<file path="src/rtl/mc_pkg.sv">
// Shared encodings for the multi-cycle RV32I main controller: FSM states,
// opcodes, instruction classes, immediate-select one-hots and datapath select codes.
package mc_pkg;

   typedef enum logic [2:0] {
      ST_IDLE   = 3'd0,
      ST_FETCH  = 3'd1,
      ST_DECODE = 3'd2,
      ST_EXEC   = 3'd3,
      ST_MEM    = 3'd4,
      ST_WB     = 3'd5,
      ST_TRAP   = 3'd6
   } state_e;

   typedef enum logic [3:0] {
      CL_R,
      CL_OPIMM,
      CL_LOAD,
      CL_STORE,
      CL_LUI,
      CL_AUIPC,
      CL_BRANCH,
      CL_JAL,
      CL_JALR,
      CL_ILL
   } iclass_e;

   localparam logic [6:0] OP_R      = 7'b0110011;
   localparam logic [6:0] OP_OPIMM  = 7'b0010011;
   localparam logic [6:0] OP_LOAD   = 7'b0000011;
   localparam logic [6:0] OP_STORE  = 7'b0100011;
   localparam logic [6:0] OP_LUI    = 7'b0110111;
   localparam logic [6:0] OP_AUIPC  = 7'b0010111;
   localparam logic [6:0] OP_BRANCH = 7'b1100011;
   localparam logic [6:0] OP_JAL    = 7'b1101111;
   localparam logic [6:0] OP_JALR   = 7'b1100111;

   // One-hot encoding shared with the immediate-extension unit.
   localparam logic [5:0] EXT_NONE = 6'b000000;
   localparam logic [5:0] EXT_I    = 6'b010000;
   localparam logic [5:0] EXT_S    = 6'b001000;
   localparam logic [5:0] EXT_B    = 6'b000100;
   localparam logic [5:0] EXT_U    = 6'b000010;
   localparam logic [5:0] EXT_J    = 6'b000001;

   localparam logic [1:0] ALU_ADD   = 2'b00;
   localparam logic [1:0] ALU_SUB   = 2'b01;
   localparam logic [1:0] ALU_FUNCT = 2'b10;
   localparam logic [1:0] ALU_PASSB = 2'b11;

   localparam logic [1:0] WD_ALU = 2'b00;
   localparam logic [1:0] WD_MDR = 2'b01;
   localparam logic [1:0] WD_PC  = 2'b10;

endpackage

</file>
<file path="src/rtl/mc_opdec.sv">
// Combinational opcode decoder: maps the IR opcode field to an instruction
// class, the immediate-extension one-hot select and a legality flag.
module mc_opdec
   import mc_pkg::*;
(
   input  logic [6:0] op,
   output iclass_e    cls,
   output logic [5:0] ext_op,
   output logic       legal
);

   always_comb begin
      cls    = CL_ILL;
      ext_op = EXT_NONE;
      legal  = 1'b1;
      case (op)
         OP_R:      begin cls = CL_R;      ext_op = EXT_NONE; end
         OP_OPIMM:  begin cls = CL_OPIMM;  ext_op = EXT_I;    end
         OP_LOAD:   begin cls = CL_LOAD;   ext_op = EXT_I;    end
         OP_STORE:  begin cls = CL_STORE;  ext_op = EXT_S;    end
         OP_LUI:    begin cls = CL_LUI;    ext_op = EXT_U;    end
         OP_AUIPC:  begin cls = CL_AUIPC;  ext_op = EXT_U;    end
         OP_BRANCH: begin cls = CL_BRANCH; ext_op = EXT_B;    end
         OP_JAL:    begin cls = CL_JAL;    ext_op = EXT_J;    end
         OP_JALR:   begin cls = CL_JALR;   ext_op = EXT_I;    end
         default:   legal = 1'b0;
      endcase
   end

endmodule

</file>
<file path="src/rtl/mc_ctrl.sv">
// Multi-cycle main controller: sequences FETCH/DECODE/EXEC/MEM/WB over a shared
// ALU and one handshaked memory port. Only the state is registered.
module mc_ctrl
   import mc_pkg::*;
(
   input  logic       clk,
   input  logic       rstn,
   input  logic [6:0] Op,
   input  logic       br_cond,
   input  logic       mem_ack,
   output logic       mem_req,
   output logic       mem_we,
   output logic       IorD,
   output logic       IRWrite,
   output logic       PCWrite,
   output logic       PCSrc,
   output logic       ALUSrcA,
   output logic       ALUSrcB,
   output logic [1:0] ALUOp,
   output logic       aluout_we,
   output logic       RegWrite,
   output logic [1:0] WDSel,
   output logic [5:0] EXTOp,
   output logic       illegal,
   output logic [2:0] state
);

   state_e     state_q, state_d;
   iclass_e    cls;
   logic [5:0] dec_ext;
   logic       dec_legal;

   mc_opdec u_opdec (
      .op     (Op),
      .cls    (cls),
      .ext_op (dec_ext),
      .legal  (dec_legal)
   );

   always_ff @(posedge clk or negedge rstn) begin
      if (!rstn) state_q <= ST_IDLE;
      else       state_q <= state_d;
   end

   assign state = state_q;

   always_comb begin
      state_d   = state_q;
      mem_req   = 1'b0;
      mem_we    = 1'b0;
      IorD      = 1'b0;
      IRWrite   = 1'b0;
      PCWrite   = 1'b0;
      PCSrc     = 1'b0;
      ALUSrcA   = 1'b0;
      ALUSrcB   = 1'b0;
      ALUOp     = ALU_ADD;
      aluout_we = 1'b0;
      RegWrite  = 1'b0;
      WDSel     = WD_ALU;
      EXTOp     = EXT_NONE;
      illegal   = 1'b0;

      case (state_q)
         ST_IDLE: state_d = ST_FETCH;

         ST_FETCH: begin
            mem_req = 1'b1;
            if (mem_ack) begin
               IRWrite = 1'b1;
               PCWrite = 1'b1;
               state_d = ST_DECODE;
            end
         end

         // ALUOut gets OldPC+imm here so AUIPC and branch/jump targets are ready.
         ST_DECODE: begin
            EXTOp     = dec_ext;
            ALUSrcA   = 1'b1;
            ALUSrcB   = 1'b1;
            aluout_we = 1'b1;
            state_d   = dec_legal ? ST_EXEC : ST_TRAP;
         end

         ST_EXEC: begin
            EXTOp   = dec_ext;
            state_d = ST_WB;
            case (cls)
               CL_R: begin
                  ALUOp     = ALU_FUNCT;
                  aluout_we = 1'b1;
               end
               CL_OPIMM: begin
                  ALUSrcB   = 1'b1;
                  ALUOp     = ALU_FUNCT;
                  aluout_we = 1'b1;
               end
               CL_LOAD, CL_STORE: begin
                  ALUSrcB   = 1'b1;
                  aluout_we = 1'b1;
                  state_d   = ST_MEM;
               end
               CL_LUI: begin
                  ALUSrcB   = 1'b1;
                  ALUOp     = ALU_PASSB;
                  aluout_we = 1'b1;
               end
               // ALUOut keeps the branch target computed in DECODE.
               CL_BRANCH: begin
                  ALUOp   = ALU_SUB;
                  PCWrite = br_cond;
                  PCSrc   = br_cond;
                  state_d = ST_FETCH;
               end
               CL_JALR: begin
                  ALUSrcB   = 1'b1;
                  aluout_we = 1'b1;
               end
               default: ;
            endcase
         end

         ST_MEM: begin
            EXTOp   = dec_ext;
            mem_req = 1'b1;
            IorD    = 1'b1;
            mem_we  = (cls == CL_STORE);
            if (mem_ack) state_d = (cls == CL_STORE) ? ST_FETCH : ST_WB;
         end

         ST_WB: begin
            EXTOp    = dec_ext;
            RegWrite = 1'b1;
            state_d  = ST_FETCH;
            case (cls)
               CL_LOAD: WDSel = WD_MDR;
               CL_JAL, CL_JALR: begin
                  WDSel   = WD_PC;
                  PCWrite = 1'b1;
                  PCSrc   = 1'b1;
               end
               default: WDSel = WD_ALU;
            endcase
         end

         ST_TRAP: illegal = 1'b1;

         default: state_d = ST_IDLE;
      endcase
   end

endmodule

</file>
<file path="config.mk">
export PLATFORM = sky130hd
export DESIGN_NAME = mc_ctrl
export DESIGN_NICKNAME = d
export VERILOG_FILES = /design/src/rtl/mc_pkg.sv /design/src/rtl/mc_opdec.sv /design/src/rtl/mc_ctrl.sv
export SDC_FILE = /design/constraint.sdc
export NUM_CORES = 1
export LEC_CHECK = 0
export ABC_AREA = 1
export BUFFER_PORTS_ARGS = -buffer_cell sky130_fd_sc_hd__buf_2
export CAP_MARGIN = 0
export CORE_AREA = 2 2 42 44
export DETAILED_ROUTE_END_ITERATION = 16
export DIE_AREA = 0 0 44 46
export HOLD_SLACK_MARGIN = 0.08
export PLACE_DENSITY = 0.71
export SLEW_MARGIN = 40
export SYNTH_ARGS = -nofsm -noshare
export SYNTH_HDL_FRONTEND = slang
export SYNTH_SLANG_ARGS = --single-unit
</file>
<file path="constraint.sdc">
create_clock -name clk -period 2 [get_ports clk]
set_input_delay 0.6 -clock clk [delete_from_list [all_inputs] [get_ports clk]]
set_output_delay 0.6 -clock clk [all_outputs]
set_load 0.02 [all_outputs]
</file>
======== Word level (Yosys, flattened, before mapping) ========
Cells that the tools add are included.
cells by class
  equal/unequal tests ..................... 24
  multiplexer cells ....................... 30
  bitwise operators ....................... 1
  reduce and logical (&&, ||, !) cells .... 14
operators with widths
  cell                                           number
  one-hot mux 4 bit (9 select lines)             1
  one-hot mux 5 bit (5 select lines)             1
  == test 7 x 6 -> 1 bit, second input constant  3
  == test 7 bit, second input constant           3
  one-hot mux 3 bit (6 select lines)             1
  == test 7 x 5 -> 1 bit, second input constant  2
  two-way mux 1 bit                              13
  == test 4 x 3 -> 1 bit, second input constant  3
  two-way mux 3 bit                              4
  OR reduction 2 bit                             6
  == test 3 bit, second input constant           3
  OR reduction 9 bit                             1
  == test 4 x 2 -> 1 bit, second input constant  2
  == test 7 x 2 -> 1 bit, second input constant  1
  == test 3 x 2 -> 1 bit, second input constant  2
  two-way mux 6 bit                              1
  one-hot mux 1 bit (2 select lines)             3
  one-hot mux 2 bit (3 select lines)             1
  one-hot mux 3 bit (2 select lines)             1
  OR reduction 6 bit                             1
  OR reduction 5 bit                             1
  == test 4 x 1 -> 1 bit, second input constant  1
  == test 4 bit, second input constant           1
  logical NOT 4 bit                              1
  10 further kinds                               12
storage, ports and cells
  flip-flop bits (word level) ............. 3
  bits of input ports ..................... 11
  logic and storage cells ................. 70

======== Longest topological paths before layout ========
  depth after elaboration ................. 6
  mapped depth ............................ 11
  gate-level depth less buffers ........... 11

======== Hierarchy ========
Synthesis repeated with hierarchy kept, for this count alone.
unflattened totals
  cells, all modules ...................... 134
  area total of the unflattened synthesis .. 693.2 sq um
modules (own cells, without submodules)
  module    times used  cells each  area each (sq um)  seq. area each (sq um)
  mc_ctrl   1           94          479.2              75.1
  mc_opdec  1           40          214.0              0.0

======== Worst setup path after synthesis ========
Ideal clock, no wire load.
  path type ............................... flip-flop to output port
  start ................................... reg state_q[1] (netlist: state[1])
  end ..................................... out WDSel[0]
  arrival ................................. 1.631 ns
  path slack .............................. -0.231 ns
  stages on the path, launching flop included .. 6
  path buffers ............................ 0
  cells stage by stage .................... dfrtp_1 > inv_2 > nand2_1 > nor2_1 > inv_1 > nor4_2
between the ends
  cells in the longest elaborated chain, start to end .. 2
ends and longest elaborated chain
  element                   line           source
  start: declaration        mc_ctrl.sv:28  state_e state_q, state_d;
  start signal: assignment  mc_ctrl.sv:42  else state_q <= state_d;
  == test 3 bit             mc_ctrl.sv:64  case (state_q)
  two-way mux 2 bit         mc_ctrl.sv:64
  end: declaration          mc_ctrl.sv:22  output logic [1:0] WDSel,
No other way between the ends.

======== Worst setup path in the final report ========
  start ................................... in Op[4]
  end ..................................... out WDSel[0]
between the ends
  cells in the longest elaborated chain, start to end .. 6
  elaborated cells between the ends (all ways) .. 16
  those cells by class .................... eq/ne: 12; mux: 3; reduce/logical: 1
ends and longest elaborated chain
  element                                                         line            source
  start: declaration                                              mc_ctrl.sv:8    input logic [6:0] Op,
  == test 7 bit, or another cell as far along                     mc_opdec.sv:16  case (op)
  one-hot mux 4 bit (9 select lines) (*)                          mc_opdec.sv:16
  == test 4 x 3 -> 1 bit / == test 4 bit (equally long branches)  mc_ctrl.sv:135  case (cls)
  OR reduction 2 bit                                              mc_ctrl.sv:135
  one-hot mux 2 bit (2 select lines) (*)                          mc_ctrl.sv:135
  two-way mux 2 bit (*)                                           mc_ctrl.sv:64
Mark *: on every way between the ends. The rest lies on a longest branch, timed or not.

==> flow_summary.ini <==
[outcome]
status = finished, violations left
failing_checks = setup timing

[clocking]
htreeDepth = 1
cts_max_path_buffers = 2
cts_tree = yes
clk_root_buffer_cell = clkbuf_4
cts_inserted_buffers = 3
clock-sinks = 3
cts_hold_buf = 0
clock_latency_ns = 0.23
post_cts_clock_slew_at_the_launch_and_capture_registers_of_the_worst_setup_and_hold_paths_ns = 0.04

[job]
cap_violations = 0

[critical_path]
timing.setup.critical_path_class = in -> out
worst_r2r_startpoint = state[1]
timing.critical_path.slowest_stage_cell = nand4_1
critPathMaxStageDelay_ns = 0.18
data_required_time_of_the_critical_path_ns = 1.40
critPathMaxFanout = 3
critical-path-top-cell-by-count = buf_4
timing.critical_path.from_type = primary input
critPathCaptureType = output pin
crit_start = Op[4]
cp_cell_sequence = buf_8, buf_4, nand2_1, nor2_4, nand2_2, nand4_1, nor4_4, buf_4
arrival_ns = 1.62

[drt]
wire_per_inst_um = 12.3
detailed_route_vias_per_instance = 4.97
dr_iter_0_viols = 16
drc = 0
vias = 890
postRouteAntennaNets = 0
detail_route.wirelength_um = 2200
drt_first_pass_iters = 5

[logic_synthesis]
synth_seq_cells = 3
synth.top_cells.by_count = 28 x nand2_1, 18 x inv_1, 18 x nor2_1
warnings_from_yosys = 0
synthesis.nets = 120
number_of_enable_flip_flop_cells_after_synthesis = 0
synthCells = 109
synth.top_cells.by_area = nand2_1 18%, dfrtp_1 13%, inv_1 12%, nor2_1 12%, nand2_4 5.8%
post-synth-top-area-fraction = 0.179
synth-async-reset-ratio = 1.00
synth_seq_area_share = 0.128
synth_cell_types = 23
syn_area_per_cell_um2 = 5.37
synthesis.area_um2 = 586
synth_ff_type = dfrtp_1
synth.most_common_cell = nand2_1
library_cell_with_the_largest_summed_area_after_synthesis = nand2_1

[placement]
io_buffers = 33
postPlaceCellArea_um2 = 965
post_detailed_placement_half_perimeter_wirelength_um = 1480
place.gp.congestion = 0.906

[sta]
timing.final.max_slew_violations = 0
setup_total_negative_slack_ns = -1.50
clock.fmax_ghz = 0.451
hold_violations = 0
post-route-min-period_ns = 2.22
skew_ns = 0.00644
period_share = 1.11
postLayoutSetupSlackWorst_ns = -0.217
setup_viol = 13
rsz_0062_raised_after_global_routing = yes

[pwr]
seqPwrFrac = 0.154
swShare = 0.574
clock_power_share = 0.122
total_switching_power_mw = 0.501
powerDensity_mw_per_mm2 = 679
share_comb_of_total_power = 0.723
intPower_mw = 0.371
power.total_mw = 0.872
irDropWorstVdd_uv = 656
total_leakage_power_nw = 0.687

[global_routing]
first_global_vias = 821
grt_start_max_net_pins = 7
grt_antenna_before_repair = 0
global_route_wire_length_before_repair_um = 3370
tot_gr_track_use = 0.219
grt_overflow_total = 0

[min_path]
worstHoldPathType = in -> async

[cells_and_area]
layout-drive-gt1-share = 0.667
post-route-util = 0.795
fin_nets = 174
postLayoutCellArea_mm2 = 0.00128
n_fill_cell = 104
largest_register_ff_count = 3
area_delta_synth_final_pct = 119
antenna-diode-count = 0

[floorplan]
floorplan.initialDensity = 0.363
core_area_mm2 = 0.00161
dieArea_mm2 = 0.00202
floorplan.rows = 15
die_y_um = 46
num_io_pins = 35
dieWidth_um = 44
==> routing by layer <==
metal  GRT usage  vias to the layer above  share of wire
li1            -                      436              -
met1       0.280                      409           0.43
met2       0.374                       41           0.50
met3      0.0317                        4          0.053
met4      0.0788                        0          0.015
met5           0                        -              0
==> critical path: cells and delay by family <==
family                 cells  cell delay, ns
and+or+nand+nor            5            0.60
buffers and inverters      3            0.41
==> layout by cell type, fill, tap and decap left out, types with 2 or more instances in the layout <==
cell,instances
nor3_1,2
inv_2,7
inv_1,13
buf_12,2
buf_4,16
nand2_4,5
o21ai_0,3
nor2_4,12
inv_4,3
nor2_1,6
buf_6,17
nor2_2,6
nand3_1,4
dfrtp_1,2
nand2_2,7
nand2_1,20
clkbuf_4,3
buf_2,14
==> cell families (layout without fill, tap and decap cells) <==
kind of cell / after synthesis / in the layout / synth area share
AOI/OAI and AO/OA: 9 / 9 / 0.0876
buffers and inverters: 25 / 78 / 0.167
DFF: 3 / 3 / 0.128
other: 1 / 1 / 0.00640
and+or+nand+nor: 71 / 71 / 0.611
==> layout make-up <==
| class | instances | area, um^2 | area share |
|---|---|---|---|
| Clock buffer | 4 | 26.3 | 0.0205 |
| Timing Repair Buffer | 50 | 437 | 0.340 |
| Tap cell | 17 | 21.3 | 0.0166 |
| Sequential cell | 3 | 76.3 | 0.0595 |
| Inverter | 24 | 103 | 0.0799 |
| Multi-Input combinational cell | 81 | 621 | 0.483 |
==> stage by stage <==
step	std cells	hold WS (ns)	worst slack, ns
after floorplan	109	0.304	-0.0559
after global placement	171	0.394	-0.246
after detailed placement	171	0.397	-0.249
after CTS	178	0.150	-0.212
after global routing	179	0.158	-0.271
final	179	0.152	-0.217
==> power by group through the flow <==
stage | clock [mW] | sequential (mW) | combinational, mW
detailed placement | 0 | 0.128 | 0.529
floorplan | 0 | 0.158 | 0.339
global route | 0.109 | 0.142 | 0.680
CTS | 0.108 | 0.127 | 0.583
finish | 0.107 | 0.135 | 0.631
global placement | 0 | 0.126 | 0.522
==> path summary, 6_finish.rpt <==
| path | to | slack, ns | depth (start not counted) |
|---|---|---|---|
| max | WDSel[0] | -0.22 | 8 |
| min in group clk | state[1] | 0.67 | 3 |
| min reg2reg | state[1] | 0.72 | 3 |
| max reg2reg | state[2] | 0.66 | 8 |
| min | state[1] | 0.15 | 1 |
| max in group asynchronous | state[2] | 1.72 | 1 |
==> what timing repair did <==
| action | in CTS | in global routing |
|---|---|---|
| cloned | 0 | 0 |
| pin swaps | 13 | 5 |
| endpoints found under the setup margin | 14 | 16 |
| buffers inserted | 3 | 3 |
| resized for setup | 52 | 28 |
Note: power is estimated with default switching activity, not from simulation.
